File: config.mk
export PLATFORM = sky130hd
export DESIGN_NAME = powlib_sfifo
export DESIGN_NICKNAME = d
export VERILOG_FILES = /design/src/rtl/powlib_sfifo.sv
export SDC_FILE = /design/constraint.sdc
export NUM_CORES = 1
export LEC_CHECK = 0
export BUFFER_PORTS_ARGS = -buffer_cell sky130_fd_sc_hd__buf_2
export CAP_MARGIN = 20
export CORE_UTILIZATION = 40
export DETAILED_ROUTE_END_ITERATION = 10
export MAX_ROUTING_LAYER = met4
export RECOVER_POWER = 50
export SLEW_MARGIN = 20
export SYNTH_ARGS = -nofsm -noshare
export SYNTH_HDL_FRONTEND = slang
export SYNTH_HIERARCHICAL = 1
export SYNTH_SLANG_ARGS = --single-unit
File: constraint.sdc
create_clock -name clk -period 3.9 [get_ports clk]
set_input_delay 0.39 -clock clk [delete_from_list [all_inputs] [get_ports clk]]
set_output_delay 0.39 -clock clk [all_outputs]
set_load 0.02 [all_outputs]
File: src/rtl/powlib_sfifo.sv
// Single-clock first-word-fall-through FIFO built on an async-read dual-port RAM
// and two wrapping pointer counters. Optional cnt/afull ports: POWLIB_SFIFO_CNT_EN.

package powlib_pkg;

  function automatic int unsigned powlib_clogb2(input int unsigned n);
    int unsigned r;
    r = 0;
    for (int unsigned i = 0; i < 32; i++) begin
      if ((64'd1 << i) < 64'(n)) r = i + 1;
    end
    return (r == 0) ? 1 : r;
  endfunction

endpackage

// Dual-port RAM: one synchronous write port, one asynchronous read port.
module powlib_dpram #(
  parameter int W    = 16,
  parameter int D    = 8,
  parameter int WIDX = 3,
  parameter     ID   = "DPRAM"
) (
  input  logic            clk,
  input  logic            wr,
  input  logic [WIDX-1:0] wraddr,
  input  logic [W-1:0]    wrdata,
  input  logic [WIDX-1:0] rdaddr,
  output logic [W-1:0]    rddata
);

  logic [W-1:0] mem [D];

  always_ff @(posedge clk) begin
    if (wr) mem[wraddr] <= wrdata;
  end

  assign rddata = mem[rdaddr];

  if (D < 2) begin : g_bad_depth
    $error("%s: depth D must be at least 2", ID);
  end

endmodule

// Pointer counter that advances on adv and wraps from D-1 back to 0.
module powlib_cntr #(
  parameter int W = 3,
  parameter int D = 8
) (
  input  logic         clk,
  input  logic         rst,
  input  logic         adv,
  output logic [W-1:0] value
);

  localparam logic [W-1:0] LAST = W'(D - 1);

  always_ff @(posedge clk) begin
    if (rst)      value <= '0;
    else if (adv) value <= (value == LAST) ? '0 : value + 1'b1;
  end

endmodule

module powlib_sfifo
  import powlib_pkg::*;
#(
  parameter int W    = 16,
  parameter int D    = 8,
  parameter int WIDX = powlib_clogb2(D),
  parameter int AFT  = D - 2,
  parameter int EDBG = 0,
  parameter     ID   = "SFIFO"
) (
  input  logic          clk,
  input  logic          rst,
  input  logic [W-1:0]  wrdata,
  input  logic          wrvld,
  output logic          wrrdy,
  output logic [W-1:0]  rddata,
  output logic          rdvld,
  input  logic          rdrdy
`ifdef POWLIB_SFIFO_CNT_EN
  ,
  output logic [WIDX:0] cnt,
  output logic          afull
`endif
);

  localparam logic [WIDX:0] DEPTH = (WIDX + 1)'(D);

  logic [WIDX-1:0] wrptr;
  logic [WIDX-1:0] rdptr;
  logic [WIDX:0]   occ;
  logic [WIDX:0]   occ_nxt;
  logic            wr_acc;
  logic            rd_acc;

  // Reset drops both handshakes; wrrdy already carries !rst.
  assign wrrdy  = (occ != DEPTH) && !rst;
  assign rdvld  = (occ != '0);
  assign wr_acc = wrvld && wrrdy;
  assign rd_acc = rdvld && rdrdy && !rst;

  powlib_dpram #(
    .W    (W),
    .D    (D),
    .WIDX (WIDX),
    .ID   (ID)
  ) u_mem (
    .clk    (clk),
    .wr     (wr_acc),
    .wraddr (wrptr),
    .wrdata (wrdata),
    .rdaddr (rdptr),
    .rddata (rddata)
  );

  powlib_cntr #(
    .W (WIDX),
    .D (D)
  ) u_wrptr (
    .clk   (clk),
    .rst   (rst),
    .adv   (wr_acc),
    .value (wrptr)
  );

  powlib_cntr #(
    .W (WIDX),
    .D (D)
  ) u_rdptr (
    .clk   (clk),
    .rst   (rst),
    .adv   (rd_acc),
    .value (rdptr)
  );

  always_comb begin
    occ_nxt = occ;
    if (wr_acc && !rd_acc)      occ_nxt = occ + 1'b1;
    else if (rd_acc && !wr_acc) occ_nxt = occ - 1'b1;
  end

  always_ff @(posedge clk) begin
    if (rst) occ <= '0;
    else     occ <= occ_nxt;
  end

`ifdef POWLIB_SFIFO_CNT_EN
  localparam logic [WIDX:0] AFT_W = (WIDX + 1)'(AFT);

  assign cnt = occ;

  // Registered from the next occupancy so afull lines up with cnt.
  always_ff @(posedge clk) begin
    if (rst) afull <= 1'b0;
    else     afull <= (occ_nxt >= AFT_W);
  end
`endif

  if (AFT < 0 || AFT > D || EDBG < 0) begin : g_bad_param
    $error("%s: AFT must lie in 0..D and EDBG must be non-negative", ID);
  end

endmodule

# After elaboration in Yosys (flattened, before gate mapping)
# Memory sizes are Yosys's and may differ from the RTL's. A register that Yosys moved wholly into a read port is not among the register bits.
# Cells that the tools add are included.
[totals]
reg_bits = 10
ram_bits = 128
output_inout_bits = 18
n_memories = 1
[memory_table]
columns = ["name", "words", "width", "rd", "rd_ports_with_merged_regs", "wr", "line_no", "source"]
rows = [
  ["u_mem.mem", 8, 16, 1, 1, 1, "32", "logic [W-1:0] mem [D];"],
]
[op_classes]
addsub = 4
eq_ne = 3
n_mux = 8
n_reduce_logical = 11
[op_table]
columns = ["op", "count"]
rows = [
  ["$mux 3", 4],
  ["$mux 4", 2],
  ["$add 3x1->3 const B", 2],
  ["$eq 3x3->1 const B", 2],
  ["$logic_and 1x1->1", 6],
  ["$add 4x1->4 const B", 1],
  ["$ne 4x4->1 const B", 1],
  ["$reduce_bool 4->1", 1],
  ["$sub 4x1->4 const B", 1],
  ["$logic_not 1->1", 3],
  ["$mux 1", 2],
  ["$reduce_bool 2->1", 1],
]

# Longest topological paths before layout
# Gate-level depths: netlist (run 1).
[logic_depth]
word_depth = 7
depth_mapped = 10

# Cells and area by module
# Netlist (run 1), hierarchy kept.
[by_module_without_submodules]
columns = ["module", "n_inst", "cells_per_inst", "area_each_um2", "seq_area_each_um2"]
rows = [
  ["powlib_dpram", 1, 198, 4973.5, 3843.7],
  ["powlib_sfifo", 1, 32, 296.5, 80.1],
  ["powlib_cntr", 2, 13, 141.4, 60.1],
]

# Worst setup path after synthesis (run 1)
# OpenSTA, ideal clock, no wires.
[synth_timing]
path_kind = "reg-to-reg"
startpoint = "register occ[0]"
endpoint = "memory u_mem.mem[0][0] (enable)"
setup_ns = 0.409
arrival_time_ns = 2.445
required_ns = 3.491
path_slack_ns = 1.046
stages_incl_launch_ff = 6
path_buffers = 0
period_less_slack_ns = 2.854
path_cell_list = "dfxtp_1 nor3_1 a21oi_1 and2_1 nand2b_1 nor3_1"
[synth_between]
elab_chain_len = 5
[synth_rtl]
columns = ["element", "line_no", "source"]
rows = [
  ["start, declared", "95", "logic [WIDX:0] occ;"],
  ["start signal, assigned", "148", "else occ <= occ_nxt;"],
  ["$ne 4x4->1", "101", "assign wrrdy = (occ != DEPTH) && !rst;"],
  ["$logic_and 1x1->1", "101", ""],
  ["named net wrrdy", "80", "output logic wrrdy,"],
  ["$logic_and 1x1->1", "103", "assign wr_acc = wrvld && wrrdy;"],
  ["named net wr_acc", "97", "logic wr_acc;"],
  ["$mux 1", "35", "if (wr) mem[wraddr] <= wrdata;"],
  ["$mux 1 (not written as such)", "35", ""],
  ["end, declared", "32", ""],
]
# The timed path passes the listed nets, and every way through them passes these cells.

# Worst setup path after layout (run 1)
[layout_timing]
startpoint = "register occ[1]"
endpoint = "register occ[3]"
[layout_between]
elab_chain_len = 6
word_cells_on_any_way = 15
cone_classes = "add/sub (2); eq/ne (1); mux (2); reduce/logical (10)"
[layout_rtl]
columns = ["element", "line_no", "source"]
rows = [
  ["$ne 4x4->1 (*)", "101", ""],
  ["$logic_and 1x1->1 (*)", "101", ""],
  ["$logic_and 1x1->1 (*)", "103", ""],
  ["named net wr_acc", "97", ""],
  ["$logic_not 1->1", "143", "else if (rd_acc && !wr_acc) occ_nxt = occ - 1'b1;"],
  ["$logic_and 1x1->1", "143", ""],
  ["$reduce_bool 2->1 (no source line)", "-", ""],
]
# Mark *: on every way through the listed nets, which the timed path passes. The rest lies on a longest branch. The select of a mux whose other input is x is not followed.
# A chain may end at the register's enable or synchronous reset.

==> summary.txt, run 1 <==
WL per Instance - 19.1 um
Cell type with the largest total area after synthesis - edfxtp_1
Share of layout cells above drive strength 1 - 26.0%
Clock Sinks - 138
Pwr Total - 3840 uW
Ports - 38
Final non-filler cell total - 499
Synth Warn # - 6
Vias/cell - 5.08
Final WS setup - 1.18 ns
Die width - 120 um
Syn Area/Cell - 21.7 um^2
Largest net degree at the start of global routing - 36
Area grow syn2layout - 17.3%
Placeable core area - 13,400 um^2
Worst slew pin tran - 1.02 ns
Rows - 42
Register bit total from synthesis - 138
# diodes - 0
Gr ovfl total - 0
Register area share after synthesis - 72.8%
Initial antenna violation count - 0
Routability Congestion - 0.712
Clock slew at reported path FFs - 0.06 ns
Post-cts sizing count - 0
Async set-reset flop share out of synthesis - 0%
TritonCTS clock tree - done
Initial core utilization - 41.4%
Type of origin of the critical path - flop
Pre-antenna DRT Iters - 4
Final worst-path cycle share - 69.7%
First-pass GRT wire length - 14.8 mm
Mapped Cells - 256
Yosys top cell area share - 69.2%
Highest cell delay on the worst timing path - 0.35 ns
Vias in the first global route - 2,666
Pleak - 0.00216 uW
WP data arrival - 3.01 ns
CP endpoint kind - flop
Fin nets - 340
Final hold viol count - 0
DRC viols - 0
Synthesized cell area - 5550 um^2
Status - finished clean
Worst path slowest cell - dfxtp_1
Die height - 120 um
Worst skew pair latency - 0.40 ns
RSZ-0062 raised after global routing - false
Drt total wl - 9.55 mm
Post-synth EDFFs - 128
CP Cell Sequence - nor3_1, a21oi_1, and2_0, ha_1, inv_1, ha_1, a21oi_1, a211oi_2, a31oi_1, mux2_1
Primary FF master, synth - edfxtp_1
HPWL after DPL - 5.22 mm
Worst vdd ir - 305 uV
Setup Slack @ Placement - 1.26 ns
Skew final - 0.0114 ns
Crit path time final - 2.72 ns
Yosys cell types - 29
GRT Resource Usage Total - 14.9%
H-tree depth - 4
Slew HR - 32.1%
CTS hold repair buffers - 0
Initial drt markers - 163
Routed vias - 2,535
Cts bufs inserted - 17
Worst R2R Path Depth - 10
Fmax - 368 MHz
Post-route ant nets - 0
Post-CTS setup buffer count - 0
Buffers on Ports - 37
Hold crit path type - in -> reg
Final Setup Violations - 0
CP Max Fanout - 8
Die area - 14,400 um^2
Max-slew violations - 0
Setup tns final - 0 ns
Worst EP required - 4.19 ns
Syn Nets - 284
Clock tree buffer depth - 2
Synth top area cells - edfxtp_1, mux4_1, dfxtp_1
Hold path cells - 2
PD cells - 590 nW/um^2
CTS Root Cell - clkbuf_16
Post-Place Cells - 469
Number of max-cap violations - 0
Worst Setup Path Type - reg -> reg
-- flip-flops by register name, indices dropped and copies added, names as in the netlist --
| register | flops |
|---|---|
| occ | 4 |
| u_mem/mem | 128 |
| u_rdptr/value | 3 |
| u_wrptr/value | 3 |
-- placed cells by master (no fill, tap or decap), drive strengths merged --
master,count
mux2,17
fa,1
a31oi,1
buf,28
mux2i,3
nand3b,3
a211oi,1
xnor2,1
clkinvlp,2
and2,1
or3b,2
a21oi,7
nand2b,8
nand2,2
nor3,3
nor2b,1
nor2,14
clkinv,8
mux4,32
edfxtp,128
bufinv,3
ha,7
nand3,1
clkbuf,36
xor2,1
dfxtp,10
inv,2
-- layout make-up --
cell class	count	area (um^2)
tap	176	220
clock buffer	17	425
inverter	2	7.51
multi-input combinational	106	1430
fill	1111	6890
sequential	138	4050
timing repair buffer	47	234
clock inverter	13	155
-- per-layer routing --
metal | vias to the layer above | global-route usage, % | routed length [um]
li1 | 1185 | - | -
met5 | - | - | 0
met1 | 1305 | 19.3 | 4560
met3 | 4 | 3.71 | 256
met4 | 0 | 5.39 | 59
met2 | 41 | 23.0 | 4680
-- synth_stat cells, types with 4 or more instances --
cell type / number
buf_6: 4
mux4_2: 4
buf_1: 4
nor2_1: 14
mux4_1: 28
edfxtp_1: 128
nand2b_1: 8
mux2_2: 16
ha_1: 7
a21oi_1: 5
dfxtp_1: 10
-- metrics by stage --
step / utilization [%] / area [um^2] / hold slack, ns
floorplan: - / 5550 / 0.452
global placement: 44.5 / 5960 / 0.516
detailed placement: 44.5 / 5960 / 0.551
CTS: 48.8 / 6540 / 0.244
global route: 48.6 / 6520 / 0.312
finish: 48.6 / 6520 / 0.296
-- kinds of logic (layout without fill, tap and decap cells) --
family,Yosys count,after routing,share of synthesized area [%]
xor gates and xnor gates,2,2,0.316
buffers and inverters,12,79,1.67
muxes,52,52,18.9
AOI/OAI and AO/OA,9,9,1.10
DFF,138,138,72.8
adders and majority gates,8,8,1.94
and+or+nand+nor,35,35,3.29
-- worst max-delay path: cells and delay by family (launching register included) --
kind            cells  cell delay (ns)
compound gates      4             0.64
fa+ha+maj           2             0.56
buf+inv             1             0.14
flops               1             0.35
mux                 1             0.33
simple gates        2             0.59
-- final timing paths --
path,from,to,slack [ns]
setup / recovery,occ[1]$_SDFFE_PP0P_,occ[3]$_SDFFE_PP0P_,1.18
hold / removal,rst,u_rdptr/value[0]$_SDFFE_PP0P_,0.30
setup reg to reg,occ[1]$_SDFFE_PP0P_,occ[3]$_SDFFE_PP0P_,1.18
hold reg to reg,u_wrptr/value[2]$_SDFFE_PP0P_,u_wrptr/value[2]$_SDFFE_PP0P_,0.55
-- where the power goes --
group / switching (uW) / leakage (uW) / internal [uW] / total (uW)
Combinational: 305 / 0.000638 / 266 / 571
Sequential: 36.7 / 0.00124 / 1670 / 1710
Clock: 571 / 0.000282 / 993 / 1560
Note: power is estimated with default switching activity, not from simulation.
==> run 2, diff against run 1 <==
- ABC_AREA: not set -> 1
- clock period: 3.9 -> 2.6 ns (I/O delays scaled with it)
==> run 2 against run 1 <==
Effect of this change: sequential power is 50% higher; global-route usage increased by 2.6 points; core utilization is 1.3 points lower; largest power group unchanged.
==> summary.txt, run 2 <==
Max reg flops - 128 (unchanged)
Commonest cells after routing, fill and taps aside - nand2_1, inv_1, edfxtp_1, nand3_1, clkbuf_1
Synthesized cell area - 6240 um^2 (+12%)
Buffers on Ports - 37 (unchanged)
Hold crit path type - in -> reg
Die width - 127 um (+5.9%)
Initial antenna violation count - 0 (unchanged)
Register area share after synthesis - 64.8% (-8.1 points)
Post-route ant nets - 0 (unchanged)
Die area - 16,100 um^2 (+12%)
Setup tns final - 0 ns (unchanged)
Initial drt markers - 352 (+120%)
Worst Setup Path Type - reg -> out
Number of max-cap violations - 0 (unchanged)
Worst EP required - 2.34 ns (-1.85 ns)
Primary FF master, synth - edfxtp_1
Pwr Total - 5870 uW (+53%)
WP data arrival - 2.01 ns (-1.00 ns)
Type of origin of the critical path - flop
Final Setup Violations - 0 (unchanged)
DRC viols - 0 (unchanged)
TritonCTS clock tree - done
CTS Root Cell - clkbuf_16
Reg with most FFs - u_mem/mem
Rows - 45 (+7.1%)
Status - finished clean
Fin nets - 726 (+110%)
Fmax - 441 MHz
Final non-filler cell total - 898 (+80%)
Worst skew pair latency - 0.42 ns (+0.02 ns)
Biggest regs - u_mem/mem (128), occ (4)
Most frequent cell after synthesis - nand2_1
Setup Slack @ Placement - 0.395 ns (-0.868 ns)
Sw Ratio - 26.8% (+3.0 points)
Die height - 127 um (+5.9%)
H-tree depth - 4 (unchanged)
Placeable core area - 15,200 um^2 (+13%)
Filler Cells Inserted - 1,405 (+26%)
Cts bufs inserted - 17 (unchanged)
WL per Instance - 13.8 um (-28%)
Post-synth EDFFs - 128 (unchanged)
Skew final - 0.00631 ns (-0.00506 ns)
Largest net degree at the start of global routing - 65 (+81%)
Routability Congestion - 0.760 (+6.8%)
Uppermost routed layer - met4
CP Max Fanout - 34 (+26)
Routed vias - 4,143 (+63%)
GRT Resource Usage Total - 17.6% (+2.6 points)
Initial core utilization - 41.1% (-0.37 points)
Comb power frac - 16.3% (+1.5 points)
Syn Nets - 678 (+140%)
Max-slew violations - 0 (unchanged)
RSZ-0062 raised after global routing - false
Area grow syn2layout - 15.3%
Share of layout cells above drive strength 1 - 8.73% (-17 points)
Most instantiated cells after synthesis - nand2_1, inv_1, edfxtp_1
Met3 WL - 495 um (+93%)
Reg2Reg Setup Slack - 0.37 ns (-0.81 ns)
Register bit total from synthesis - 138 (unchanged)
Synth Warn # - 6 (unchanged)
Mapped Cells - 650 (+150%)
Clock tree buffer depth - 2 (unchanged)
Synth top area cells - edfxtp_1, nand2_1, inv_1
Clk pwr share - 40.1% (-0.6 points)
Net switching power - 1570 uW (+72%)
Ports - 38 (unchanged)
Gr ovfl total - 0 (unchanged)
Worst vdd ir - 485 uV (+59%)
Slew HR - 42.2% (+10 points)
Worst slew pin tran - 0.867 ns (-0.150 ns)
DR WL met2 - 6.10 mm (+30%)
Final hold viol count - 0 (unchanged)
Clock slew at reported path FFs - 0.06 ns (about the same)
# diodes - 0 (unchanged)
Pleak - 0.00330 uW (+53%)
Yosys cell types - 18 (-38%)
Final WS setup - 0.332 ns (-0.849 ns)
Pre-antenna DRT Iters - 4 (unchanged)
Flop pwr share - 43.6% (-0.9 points)
CP endpoint kind - output port
Crit path time final - 2.27 ns
Vias/cell - 4.61 (-9.2%)
Drt total wl - 12.4 mm (+30%)
Vias in the first global route - 4,069 (+53%)
Cell type with the largest total area after synthesis - edfxtp_1
Clock Sinks - 138 (unchanged)
Post-cts sizing count - 0 (unchanged)
Final worst-path cycle share - 87.2%
Syn Area/Cell - 9.61 um^2 (-56%)
Most common cell after layout, fill and taps aside - nand2_1
Post-CTS setup buffer count - 0 (unchanged)
Fin util - 47.4% (-1.3 points)
M1 WL - 5.69 mm (+25%)
Int Power - 4300 uW (+47%)
Async set-reset flop share out of synthesis - 0% (unchanged)
Post-Place Cells - 867 (+85%)
PD cells - 815 nW/um^2 (+38%)
CTS hold repair buffers - 0 (unchanged)
First-pass GRT wire length - 20.4 mm (+38%)
HPWL after DPL - 7.15 mm (+37%)
Yosys top cell area share - 61.6% (-7.7 points)
## run 2: cell types whose count changed in the layout (fill, tap and decap cells not counted), sizes merged, moves of 5 or more
cell    previous run  this run
nor2              14        19
mux2              17         0
nand3              1        70
nand2b             8         0
inv                2       150
nand2              2       228
mux4              32         0
## run 2: metrics by stage
| stage | instance area (um^2) | hold WS [ns] |
|---|---|---|
| after floorplan | 6240 | 0.329 |
| after global placement | 6650 | 0.512 |
| after detailed placement | 6650 | 0.535 |
| after CTS | 7230 | 0.0943 |
| after global routing | 7200 | 0.123 |
| final | 7200 | 0.134 |
## run 2: kinds of logic after synthesis
kind of cell | Yosys count | synth area share, %
buffers and inverters | 172 | 11.7
XOR/XNOR | 2 | 0.281
AO/OA/AOI/OAI | 11 | 0.902
AND/OR/NAND/NOR | 319 | 20.7
adder cells (fa/ha/maj) | 8 | 1.72
flip-flops | 138 | 64.8
## run 2: path summary, 6_finish.rpt
check / from / endpoint / cells past startpoint
max: u_rdptr/value[1]$_SDFFE_PP0P_ / rddata[15] / 6
max reg2reg: occ[0]$_SDFFE_PP0P_ / occ[3]$_SDFFE_PP0P_ / 11
min: rst / u_wrptr/value[1]$_SDFFE_PP0P_ / 2
min reg2reg: u_wrptr/value[1]$_SDFFE_PP0P_ / u_wrptr/value[1]$_SDFFE_PP0P_ / 2
## run 2: final cells by class
| class | count | area [um^2] | share of cell area (%) |
|---|---|---|---|
| Sequential cell | 138 | 4050 | 56.2 |
| Timing Repair Buffer | 52 | 307 | 4.26 |
| Tap cell | 188 | 235 | 3.27 |
| Clock inverter | 13 | 153 | 2.12 |
| Multi-Input combinational cell | 340 | 1470 | 20.4 |
| Clock buffer | 18 | 429 | 5.96 |
| Inverter | 149 | 559 | 7.77 |
## run 2: routing by layer
layer	vias up	global-route usage, %
met5	-	-
met4	0	6.09
met3	14	4.72
met2	80	28.7
met1	1938	21.1
li1	2111	-
## run 2: critical path, cell delays in order, from the launching register on
cell	delay, ns
dfxtp_1	0.32
clkbuf_2	0.67
nand3_1	0.15
nand2_1	0.12
nand2_1	0.05
nand2_1	0.11
buf_2	0.16
## run 2: power by group through the flow
stage          Combinational, uW  Clock, uW  Sequential [uW]
2_1_floorplan                701          0             2580
3_3_place_gp                 939          0             2600
3_5_place_dp                 970          0             2600
4_1_cts                      975       2390             2560
5_1_grt                     1080       2500             2570
6_report                     953       2350             2560
==> run 3, diff against run 2 <==
- HOLD_SLACK_MARGIN: not set -> 0.06
- SYNTH_HIERARCHICAL: 1 -> not set
==> run 3 against run 2 <==
Effect of this change: first-iteration DRC count down 18%; combinational power rose by 4.0%; wire length decreased by 0.93%; via count shrank 9.0%; total power rose by 1.8%; design area fell by 5.4%; critical path type unchanged; critical endpoint is now rddata[0]; core utilization up 1.1 points; clock power is essentially flat; global-route usage is 0.91 points higher.
==> summary.txt, run 3 <==
Mapped Cells - 510 (-22%)
Area grow syn2layout - 17.2%
HPWL after DPL - 7.46 mm (+4.3%)
PD cells - 877 nW/um^2 (+7.7%)
Cell type with the largest total area after synthesis - edfxtp_1
Fin nets - 593 (-18%)
CTS hold repair buffers - 0 (unchanged)
Synth Warn # - 0 (-6)
Crit path time final - 2.31 ns (+0.0396 ns)
Worst hold start - rst
Clock tree buffer depth - 2 (unchanged)
Largest net degree at the start of global routing - 45 (-31%)
Post-synth EDFFs - 128 (unchanged)
CTS Root Cell - clkbuf_16
Pwr Total - 5970 uW (+1.8%)
Initial antenna violation count - 0 (unchanged)
First-pass GRT wire length - 19.2 mm (-5.6%)
Worst path slowest cell - dfxtp_2
Reg-to-Reg Start - occ[0]$_SDFFE_PP0P_
Primary FF master, synth - edfxtp_1
Async set-reset flop share out of synthesis - 0% (unchanged)
Final non-filler cell total - 758 (-16%)
Die width - 123 um (-3.5%)
Final Setup Violations - 0 (unchanged)
H-tree depth - 4 (unchanged)
Register area share after synthesis - 70.6% (+5.9 points)
Worst vdd ir - 359 uV (-26%)
RSZ-0062 raised after global routing - false
Biggest regs - u_mem.mem (128), occ (4)
Worst path most repeated cell - nand2_1
Type of origin of the critical path - flop
Clock Sinks - 141 (+2.2%)
WP data arrival - 2.05 ns (+0.04 ns)
Buffers on Ports - 37 (unchanged)
Number of max-cap violations - 0 (unchanged)
Worst Setup Path Type - reg -> out
Routability Congestion - 0.816 (+7.4%)
Vias/cell - 4.97 (+7.8%)
Highest cell delay on the worst timing path - 0.53 ns (-0.14 ns)
Yosys top cell area share - 66.2% (+4.6 points)
Post-cts sizing count - 0 (unchanged)
Worst slew pin tran - 0.737 ns (-0.130 ns)
Worst EP required - 2.34 ns (about the same)
TritonCTS clock tree - done
Max reg flops - 128 (unchanged)
Most instantiated cells after synthesis - edfxtp_1, nor2_1, nand2_1
Gr ovfl total - 0 (unchanged)
# diodes - 0 (unchanged)
Commonest cells after routing, fill and taps aside - edfxtp_1, nor2_1, nand2_1, o21ai_1, o21ai_0
Syn Area/Cell - 11.4 um^2 (+19%)
Drt total wl - 12.3 mm (-0.93%)
CP Cell Sequence - inv_2, buf_12, o21ai_0, o21ai_1, nand2_1, nand2_1, buf_2
Slew HR - 50.8% (+8.6 points)
Most common cell after layout, fill and taps aside - edfxtp_1
Synth top area cells - edfxtp_1, nor2_1, nand2_1
Routed vias - 3,771 (-9.0%)
Register bit total from synthesis - 141 (+2.2%)
Reg with most FFs - u_mem.mem
Final worst-path cycle share - 88.7% (+1.5 points)
Worst skew pair latency - 0.42 ns (about the same)
Cts bufs inserted - 17 (unchanged)
Initial drt markers - 288 (-18%)
Max-slew violations - 0 (unchanged)
WL per Instance - 16.2 um (+17%)
Pleak - 0.00253 uW (-23%)
Final hold viol count - 0 (unchanged)
Synthesized cell area - 5810 um^2 (-7.0%)
Skew final - 0.00463 ns (-0.00167 ns)
Rows - 43 (-4.4%)
Fmax - 433 MHz (-1.7%)
Placeable core area - 14,000 um^2 (-7.6%)
Worst setup path endpoint - rddata[0]
Most frequent cell after synthesis - edfxtp_1
Worst R2R Path Depth - 11 (unchanged)
Initial core utilization - 41.4% (+0.30 points)
Yosys cell types - 24 (+6)
Post-CTS setup buffer count - 0 (unchanged)
RR Endpoint - occ[3]$_SDFFE_PP0P_
Share of layout cells above drive strength 1 - 13.3% (+4.6 points)
Hold crit path type - in -> reg
DRC viols - 0 (unchanged)
Setup tns final - 0 ns (unchanged)
Syn Nets - 538 (-21%)
CP Max Fanout - 44 (+29%)
GRT Resource Usage Total - 18.5% (+0.91 points)
Status - finished clean
Ports - 38 (unchanged)
CP endpoint kind - output port
Post-route ant nets - 0 (unchanged)
Die height - 123 um (-3.5%)
Clock slew at reported path FFs - 0.06 ns (about the same)
Die area - 15,000 um^2 (-6.9%)
Post-Place Cells - 726 (-16%)
Vias in the first global route - 3,680 (-9.6%)
Pre-antenna DRT Iters - 5 (+1)
Reg2Reg Setup Slack - 0.45 ns (+0.08 ns)
[run 3: changes by cell type after synthesis, sizes merged, moves of 3 or more]
cell,delta
nand2,-141
inv,-130
nor2,+104
o21ai,+80
nand3,-62
nor3,+8
buf,-4
clkbuf,+4
dfxtp,+3
[run 3: final cells by class]
type                    instances  area [um^2]
clock buffers                  25          505
clock inverters                 7         83.8
fillers                      1238         7230
inverters                      19         71.3
multi-input cells             327         1480
flip-flops and latches        141         4110
well taps                     180          225
repair buffers                 59          334
[run 3: stage by stage]
stage                     utilization [%]  setup WS [ns]  hold WS (ns)  instance area [um^2]
after floorplan                         -          0.249         0.329                  5810
after global placement               44.6          0.553         0.508                  6260
after detailed placement             44.6          0.485         0.513                  6260
after CTS                            48.8          0.262        0.0781                  6850
after global routing                 48.5         0.0560         0.105                  6810
final                                48.5          0.293        0.0927                  6810
[run 3: critical path: cells and delay by family, from the launching register on]
family	cells	cell delay [ns]
compound gates	2	0.27
buf+inv	3	0.67
flops	1	0.53
simple gates	2	0.12
[run 3: cells by family after synthesis]
kind of cell               after synthesis  share of synthesized area (%)
and+or+nand+nor                        228                           15.2
DFF                                    141                           70.6
AOI/OAI and AO/OA                       90                           7.75
buffers and inverters                   42                           4.35
adders and majority gates                8                           1.85
xor gates and xnor gates                 1                          0.151
[run 3: worst min-delay path by stage]
| stage | end | slack, ns | cells past startpoint |
|---|---|---|---|
| 2_1_floorplan | u_wrptr.value[0]$_SDFFE_PP0P_ | 0.33 | 1 |
| 3_3_place_gp | occ[0]$_SDFFE_PP0P_ | 0.51 | 1 |
| 3_5_place_dp | flop | 0.51 | 2 |
| 4_1_cts | u_wrptr.value[0]$_SDFFE_PP0P_ | 0.08 | 2 |
| 5_1_grt | u_wrptr.value[0]$_SDFFE_PP0P_ | 0.10 | 2 |
| 6_report | u_wrptr.value[0]$_SDFFE_PP0P_ | 0.09 | 2 |
[run 3: metal layers]
layer | wire [um] | vias to the layer above | GRT usage (%)
met4 | 218 | 0 | 6.86
li1 | - | 1861 | -
met3 | 398 | 19 | 4.79
met2 | 5940 | 63 | 29.8
met5 | 0 | - | -
met1 | 5750 | 1828 | 22.4
[run 3: power by group]
group | switching (uW) | internal, uW
Combinational | 670 | 321
Clock | 857 | 1530
Sequential | 55.6 | 2540
